<file path="config.mk">
export PLATFORM = sky130hd
export DESIGN_NAME = data_queue
export DESIGN_NICKNAME = d
export VERILOG_FILES = /design/src/rtl/data_queue_pkg.sv /design/src/rtl/data_queue_sat_counter.sv /design/src/rtl/data_queue.sv
export SDC_FILE = /design/constraint.sdc
export NUM_CORES = 1
export LEC_CHECK = 0
export CELL_PAD_IN_SITES_DETAIL_PLACEMENT = 2
export CELL_PAD_IN_SITES_GLOBAL_PLACEMENT = 2
export CORE_MARGIN = 2
export CORE_UTILIZATION = 38
export CTS_CLUSTER_DIAMETER = 80
export CTS_CLUSTER_SIZE = 16
export DETAILED_ROUTE_END_ITERATION = 12
export PLACE_DENSITY = 0.8
export SLEW_MARGIN = 20
export SYNTH_ARGS = -nofsm -noshare
export SYNTH_HDL_FRONTEND = slang
export SYNTH_HIERARCHICAL = 1
export SYNTH_SLANG_ARGS = --single-unit
export TNS_END_PERCENT = 20
</file>
<file path="constraint.sdc">
create_clock -name clk -period 5.2 [get_ports clk]
set_input_delay 1.04 -clock clk [delete_from_list [all_inputs] [get_ports clk]]
set_output_delay 1.04 -clock clk [all_outputs]
set_load 0.01 [all_outputs]
</file>
<file path="src/rtl/data_queue_pkg.sv">
`default_nettype none
// ============================================================================
// Module   : data_queue_pkg
// Purpose  : Shared definitions for the data_queue slice: the clog2 constant
//            function used for pointer/occupancy widths and the two full-queue
//            policy encodings.
// Ports    : none (package)
// Revision : 1.0 - initial release
// ============================================================================
package data_queue_pkg;

    // Full-queue policy encodings, matched against the DROP_OLDEST parameter.
    localparam bit c_drop_newest = 1'b0;
    localparam bit c_drop_oldest = 1'b1;

    // Ceiling log2 for elaboration-time width calculations; clog2(1) = 0.
    function automatic int clog2(input int value);
        int result;
        result = 0;
        while ((1 << result) < value) begin
            result++;
        end
        return result;
    endfunction

endpackage : data_queue_pkg
`default_nettype wire

</file>
<file path="src/rtl/data_queue_sat_counter.sv">
`default_nettype none
// ============================================================================
// Module   : data_queue_sat_counter
// Purpose  : Saturating up-counter that sticks at all-ones; used to tally
//            words lost by data_queue.
// Ports    : clk     - clock
//            rst     - asynchronous active-high clear
//            i_inc   - increment strobe, one count per high cycle
//            o_value - current count
// Revision : 1.0 - initial release
// ============================================================================
module data_queue_sat_counter #(
    parameter int WIDTH = 8
) (
    input  logic             clk,
    input  logic             rst,
    input  logic             i_inc,
    output logic [WIDTH-1:0] o_value
);

    logic [WIDTH-1:0] r_value;

    always_ff @(posedge clk or posedge rst) begin
        if (rst) begin
            r_value <= '0;
        end else if (i_inc && (r_value != '1)) begin
            r_value <= r_value + WIDTH'(1);
        end
    end

    assign o_value = r_value;

endmodule : data_queue_sat_counter
`default_nettype wire

</file>
<file path="src/rtl/data_queue.sv">
`default_nettype none
// ============================================================================
// Module   : data_queue
// Purpose  : Single-clock DEPTH-word queue between a producer write strobe and
//            a consumer valid/retrieved handshake. When full, an incoming word
//            either is discarded (DROP_OLDEST=0) or overwrites the oldest word
//            (DROP_OLDEST=1); every lost word is counted.
// Ports    : clk                - sole clock
//            rst                - asynchronous active-high reset
//            in_data            - producer word
//            in_data_valid      - write strobe, one word per high cycle
//            in_ready           - queue not full
//            out_data           - head word, 0 while empty
//            out_data_valid     - queue holds at least one word
//            out_data_retrieved - consumer pop, honoured only while valid
//            count              - occupancy 0..DEPTH
//            drop_count         - saturating count of lost words
//            overflow           - one-cycle pulse the cycle after a loss
// Revision : 1.0 - initial release
// ============================================================================
module data_queue
    import data_queue_pkg::*;
#(
    parameter int W           = 4,
    parameter int DEPTH       = 4,   // power of two, >= 2
    parameter int DROP_OLDEST = 0,
    parameter int DCW         = 8
) (
    input  logic                      clk,
    input  logic                      rst,
    input  logic [W-1:0]              in_data,
    input  logic                      in_data_valid,
    output logic                      in_ready,
    output logic [W-1:0]              out_data,
    output logic                      out_data_valid,
    input  logic                      out_data_retrieved,
    output logic [clog2(DEPTH+1)-1:0] count,
    output logic [DCW-1:0]            drop_count,
    output logic                      overflow
);

    localparam int              c_ptr_w     = clog2(DEPTH);
    localparam int              c_cnt_w     = clog2(DEPTH+1);
    localparam logic [c_cnt_w-1:0] c_full   = c_cnt_w'(DEPTH);
    localparam bit              c_overwrite = (DROP_OLDEST == int'(c_drop_oldest));

    logic [W-1:0]       r_mem [DEPTH];
    logic [c_ptr_w-1:0] r_wr_ptr;
    logic [c_ptr_w-1:0] r_rd_ptr;
    logic [c_cnt_w-1:0] r_count;
    logic               r_overflow;

    logic w_empty;
    logic w_full;
    logic w_push;
    logic w_pop;
    logic w_drop;
    logic w_write;
    logic w_rd_adv;

    assign w_empty = (r_count == '0);
    assign w_full  = (r_count == c_full);
    assign w_push  = in_data_valid;
    // A pop against an empty queue is simply ignored.
    assign w_pop   = out_data_retrieved & ~w_empty;
    // A simultaneous pop frees a slot, so a full queue only loses a word
    // when it is pushed without being popped.
    assign w_drop  = w_push & w_full & ~w_pop;
    // In overwrite mode the write lands on the oldest slot (wr_ptr == rd_ptr
    // when full) and the read pointer steps past it.
    assign w_write  = w_push & (~w_drop | c_overwrite);
    assign w_rd_adv = w_pop | (w_drop & c_overwrite);

    always_ff @(posedge clk or posedge rst) begin
        if (rst) begin
            r_wr_ptr   <= '0;
            r_rd_ptr   <= '0;
            r_count    <= '0;
            r_overflow <= 1'b0;
        end else begin
            if (w_write) begin
                r_wr_ptr <= r_wr_ptr + c_ptr_w'(1);
            end
            if (w_rd_adv) begin
                r_rd_ptr <= r_rd_ptr + c_ptr_w'(1);
            end
            if (w_push && !w_pop && !w_full) begin
                r_count <= r_count + c_cnt_w'(1);
            end else if (w_pop && !w_push) begin
                r_count <= r_count - c_cnt_w'(1);
            end
            r_overflow <= w_drop;
        end
    end

    // Storage carries no reset; stale contents are masked by out_data gating.
    always_ff @(posedge clk) begin
        if (w_write) begin
            r_mem[r_wr_ptr] <= in_data;
        end
    end

    data_queue_sat_counter #(
        .WIDTH (DCW)
    ) u_drop_counter (
        .clk     (clk),
        .rst     (rst),
        .i_inc   (w_drop),
        .o_value (drop_count)
    );

    assign in_ready       = ~w_full;
    assign out_data_valid = ~w_empty;
    assign out_data       = w_empty ? '0 : r_mem[r_rd_ptr];
    assign count          = r_count;
    assign overflow       = r_overflow;

endmodule : data_queue
`default_nettype wire
</file>
==> flow_summary.toml, run 1 <==
[floorplanning]
core_area_sq_um = 4000
initial_core_util_pct = 39.6
rows = 23
die_area_sq_um = 4700
boundaryPins = 26
dieWidth_microns = 68.5
die_h_microns = 68.5

[placement]
dp_hpwl_microns = 2810
gp_congestion = 0.798
dp_cells = 188
io_buffers = 25

[flow_run]
maxCapViolations = 0

[drt]
vias = 1064
remaining_drc_errors = 0
wl_per_cell_microns = 19.4
drtPass1Iterations = 4
drt_iter0_drc = 31
viasPerCell = 5.43
route.antenna.remaining_nets = 0
wl_microns = 3790

[clock_tree]
clock_path_buffers = 2
cts_resized = 0
h-tree-depth = 2
post-cts-setup-buffers = 0
clk_latency_ns = 0.29
hold_buffers = 0
cts.sinks = 32
cts_tree = "built"
cts_root_buf = "clkbuf_8"
cts_made_buffers = 5
path_clk_slew_ns = 0.06

[critical_path]
regToRegSetupSlack_ns = 2.62
cp_num_buf_inv = 1
startpoint = "out_data_retrieved"
critPathTopFamily = "simple AND/OR/NAND/NOR gates"
r2r_cells = 6
max_stage_delay_ns = 0.62
cp_max_fo = 11
cp_slowest_cell = "clkdlybuf4s50_1"
cp_num_cells = 7
r2r-end = "count[2]"
arrival_ns = 3.29
startpoint_type = "primary input"
r2r-start = "count[0]"
cp_cell_sequence = "clkdlybuf4s50_1 > o31ai_1 > nand3_1 > fa_1 > or3b_2 > a32oi_1 > nand3_1"
crit_type = "in -> reg"
cpMostUsedCell = "nand3_1"
end_kind = "flip-flop"
endpoint = "count[2]"
worstPathRequired_ns = 5.37

[power]
ir_worst_vdd_mv = 0.219
p_leak_nw = 0.739
power_density_nw_per_um2 = 522
internal_power_mw = 0.663
pwr-share-comb_pct = 38.3
seqPwrFrac_pct = 42.1
switchingPower_mw = 0.356
clockPowerShare_pct = 19.6
p_sw_share_pct = 34.9

[worst_hold_path]
holdCritPathClass = "reg -> reg"

[finish]
final_cells = 196
fin_nets = 159
syn_to_final_growth_pct = 23.2
drive_above_1_share_pct = 15.1
n_antenna_cell = 0

[timing]
hold_violations = 0
tightest_slew_ns = 0.590
slew_violations = 0
fin_setup_tns_ns = 0
setup_viol = 0
clock_skew_ns = 0.00654
fin_crit_ns = 3.12
relSlewSlack_pct = 60.3
max_freq_mhz = 320
grt_setup_unrepaired = "no"
post-route-period-util_pct = 60.1

[grt]
grt_pass1_vias = 1140
grt_pass1_wl_microns = 6110
grt_max_degree = 13
overflow = 0
antenna_found_initial = 0
grt_usage_pct = 19.3

[synth]
ys_warn_count = 6
ys_seq_elements = 32
syn-num-nets = 133
syn_area_sq_um = 1580
yosys-top-cells-count = "dfrtp_1, edfxtp_1, nand3_1, nand2_1, and2_1"
seq_area_frac_synth_pct = 55.7
synthFlopType = "edfxtp_1"
synth_cell_types = 43
synth_edf_count = 16
post-synth-top-area-fraction_pct = 30.4
synth_area_leaders = "edfxtp_1, dfrtp_1, mux4_2"
yosysTopAreaCell = "edfxtp_1"
async_reset_ff_share_pct = 50.0
syn_inst = 119
avgSynthCellArea_sq_um = 13.3

[outcome]
status = "complete, no violations"
metrics by stage:
stage | cell area, sq um | utilization, % | power [mW] | worst slack, ns | hold slack (ns)
2_1_floorplan | 1580 | - | 0.653 | 2.53 | 0.531
3_3_place_gp | 1860 | 46.4 | 0.795 | 1.95 | 0.506
3_5_place_dp | 1860 | 46.4 | 0.832 | 1.79 | 0.534
4_1_cts | 1950 | 48.8 | 1.03 | 2.07 | 0.558
5_1_grt | 1950 | 48.8 | 1.09 | 1.81 | 0.594
6_report | 1950 | 48.8 | 1.02 | 2.08 | 0.556
cells in the final DEF (no fill, tap or decap), drive strengths merged:
cell type      count
a21boi             2
a21oi              1
a32oi              1
and2               8
clkbuf             6
clkdlybuf4s50     25
clkinv             2
dfrtp             16
edfxtp            16
fa                 1
ha                 5
inv                4
mux2               5
mux4               4
nand2              7
nand3              9
nand4              4
nor2               3
nor3               2
nor4b              1
o2111a             1
o2111ai            1
o211ai             1
o21a               1
o21ai              5
o21bai             2
o22ai              1
o31a               1
o31ai              1
or2                1
or3                1
or3b               2
xnor2              5
xor2               1
power by group through the flow:
stage          clock network [mW]  logic, mW  registers (mW)
5_1_grt                     0.216      0.432           0.442
2_1_floorplan                   0      0.253           0.399
4_1_cts                     0.205      0.399           0.430
6_report                    0.200      0.390           0.429
3_5_place_dp                    0      0.396           0.436
3_3_place_gp                    0      0.371           0.424
per-layer routing:
layer,vias to the layer above,wire length (microns),global-route usage (%)
li1,490,-,-
met2,22,1970,31.4
met1,545,1570,22.9
met5,-,0,0
met3,7,177,6.66
met4,0,68,9.00
final cells by class:
class / count / area, sq um
clock inverter: 2 / 10.0
sequential: 32 / 881
inverter: 4 / 15.0
multi-input combinational: 77 / 649
fill: 394 / 2050
timing repair buffer: 25 / 250
tap: 50 / 62.6
clock buffer: 6 / 82.6
registers in the layout, indices dropped and copies added (netlist names):
register / count
r_mem: 16
u_drop_counter/o_value: 8
count: 3
r_rd_ptr: 2
r_wr_ptr: 2
overflow: 1
worst min-delay path by stage:
stage | start | endpoint | slack [ns] | cells past startpoint
finish | u_drop_counter/o_value[6] | u_drop_counter/o_value[6] | 0.56 | 1
global placement | u_drop_counter/o_value[6] | u_drop_counter/o_value[6] | 0.51 | 1
detailed placement | u_drop_counter/o_value[6] | u_drop_counter/o_value[6] | 0.53 | 1
CTS | u_drop_counter/o_value[6] | u_drop_counter/o_value[6] | 0.56 | 1
global route | u_drop_counter/o_value[6] | u_drop_counter/o_value[6] | 0.59 | 1
floorplan | r_rd_ptr[1] | r_rd_ptr[1] | 0.53 | 1
kinds of logic (layout without fill, tap and decap cells):
family / after synthesis / after routing / synth area share [%]
flops: 32 / 32 / 55.7
compound gates: 18 / 18 / 8.70
xor+xnor: 6 / 6 / 3.32
buf+inv: 10 / 37 / 3.32
simple gates: 38 / 38 / 14.3
fa+ha+maj: 6 / 6 / 5.22
mux: 9 / 9 / 9.49
No activity file was read; power rests on OpenSTA's default activity.
==> inputs of run 2 (changes only) <==
CORE_UTILIZATION = 32   (was 38)
PLACE_DENSITY = 0.72   (was 0.8)
clock period = 2.6 ns   (was 5.2 ns; I/O delays follow)
==> run 2 against run 1 <==
Compared with the run above: core utilization decreased by 6.1 points; largest cell class unchanged; worst hold slack worse by 0.043 ns; critical endpoint is now out_data[1]; non-clock buffer count grew 5; clock power up 140%; largest power group unchanged; design area increased by 4.0%.
==> flow_summary.toml, run 2 (synthesis gave the netlist of run 1 again) <==
[finish]
n_antenna_cell = 0
final_cell_mix = "clkdlybuf4s50_1, edfxtp_1, dfrtp_1, nand3_1, nand2_1"
layout_commonest_cell = "clkdlybuf4s50_1"
fin_nets = 164
syn_to_final_growth_pct = 28.2
top_register = "r_mem"
largest_reg_flops = 16
n_fill_cell = 495
drive_above_1_share_pct = 18.5
final_cell_area_sq_um = 2030

[drt]
viasPerCell = 4.96
wl_microns = 3610
drtPass1Iterations = 4
remaining_drc_errors = 0
route.antenna.remaining_nets = 0
wl_per_cell_microns = 16.5
vias = 1082
drt_iter0_drc = 40

[timing]
tightest_slew_ns = 0.388
max_freq_mhz = 408
setup_viol = 0
slew_violations = 0
relSlewSlack_pct = 74.1
fin_setup_tns_ns = 0
hold_violations = 0
post-route-period-util_pct = 94.3
clock_skew_ns = 0.00627
grt_setup_unrepaired = "no"
fin_crit_ns = 2.45
worst_hold_slack_ns = 0.513

[floorplanning]
die_h_microns = 74.3
core_area_sq_um = 4750
dieWidth_microns = 74.3
die_area_sq_um = 5520
rows = 25
initial_core_util_pct = 33.3
boundaryPins = 26

[critical_path]
r2r-start = "count[1]"
worstPathRequired_ns = 2.08
end_kind = "output port"
arrival_ns = 1.93
crit_type = "reg -> out"
regToRegSetupSlack_ns = 0.31
cp_max_fo = 10
startpoint_type = "flip-flop"
r2r-end = "count[2]"
r2r_cells = 6

[clock_tree]
cts_root_buf = "clkbuf_8"
cts_made_buffers = 5
post-cts-setup-buffers = 0
path_clk_slew_ns = 0.07
cts_tree = "built"
hold_buffers = 0
h-tree-depth = 2
cts.sinks = 32
clock_path_buffers = 2
clk_latency_ns = 0.29
cts_resized = 0

[placement]
dp_hpwl_microns = 2700
gp_congestion = 0.778
io_buffers = 25
place_area_sq_um = 1920

[grt]
grt_busiest_layer = "met2"
antenna_found_initial = 0
grt_max_degree = 12
use_met2_pct = 26.5
grt_pass1_wl_microns = 6050
overflow = 0
grt_pass1_vias = 1190
grt_usage_pct = 15.0
grt_use_met1_pct = 18.1
met3_usage_pct = 3.52

[power]
p_sw_share_pct = 33.2
clockPowerShare_pct = 22.7
power_density_nw_per_um2 = 1050
p_total_mw = 2.12
p_leak_nw = 0.766
seqPwrFrac_pct = 39.3
pwr-share-comb_pct = 38.0
ir_worst_vdd_mv = 0.393
internal_power_mw = 1.42
switchingPower_mw = 0.705

[worst_hold_path]
holdCritPathClass = "in -> async"

[outcome]
status = "complete, no violations"

[flow_run]
maxCapViolations = 0
==> run 2: cell count changes in the layout (fill, tap and decap cells not counted), sizes merged <==
| cell | previous run | this run |
|---|---|---|
| clkbuf | 6 | 5 |
| buf | 0 | 5 |
| clkinv | 2 | 1 |
| bufinv | 0 | 1 |
| clkinvlp | 0 | 1 |
==> run 2: how the worst max path moves through the flow <==
stage                             startpoint           to  cells after the start
after CTS                        r_rd_ptr[0]  out_data[1]                      3
after detailed placement  out_data_retrieved     count[2]                      7
after global routing                count[1]  out_data[1]                      3
after global placement    out_data_retrieved     count[2]                      7
final                               count[1]  out_data[1]                      3
after floorplan                     count[0]     count[2]                      7
==> run 2: per-stage QoR <==
stage / setup WS, ns / instances / util (%)
after floorplan: 0.281 / 119 / -
final: 0.148 / 218 / 42.7
after CTS: 0.0138 / 218 / 42.7
after detailed placement: 0.110 / 210 / 40.3
after global placement: 0.177 / 210 / 40.3
after global routing: 0.0486 / 218 / 42.7
==> run 2: per-layer routing <==
metal  wire length, microns  share of wire, %
met1                   1550                43
met2                   1890                53
met3                    123               3.4
met4                     43               1.2
met5                      0                 0
==> run 2: critical path, cell delays in order, from the launching register on <==
cell             delay (ns)
dfrtp_1                0.49
or3_1                  0.49
and2_1                 0.18
clkdlybuf4s50_1        0.48
==> run 2: power by group through the flow <==
stage / logic (mW) / clock network, mW / registers [mW]
floorplan: 0.507 / 0 / 0.798
global placement: 0.775 / 0 / 0.833
detailed placement: 0.815 / 0 / 0.848
CTS: 0.823 / 0.495 / 0.836
global route: 0.908 / 0.517 / 0.866
finish: 0.805 / 0.482 / 0.835
==> run 2: cell type report <==
cell class / instances / area (sq um) / area share (%)
sequential: 32 / 882 / 43.5
multi-input combinational: 77 / 649 / 32.0
timing repair buffer: 30 / 288 / 14.2
tap: 67 / 83.8 / 4.13
clock buffer: 5 / 68.8 / 3.39
clock inverter: 3 / 42.5 / 2.10
inverter: 4 / 15.0 / 0.740
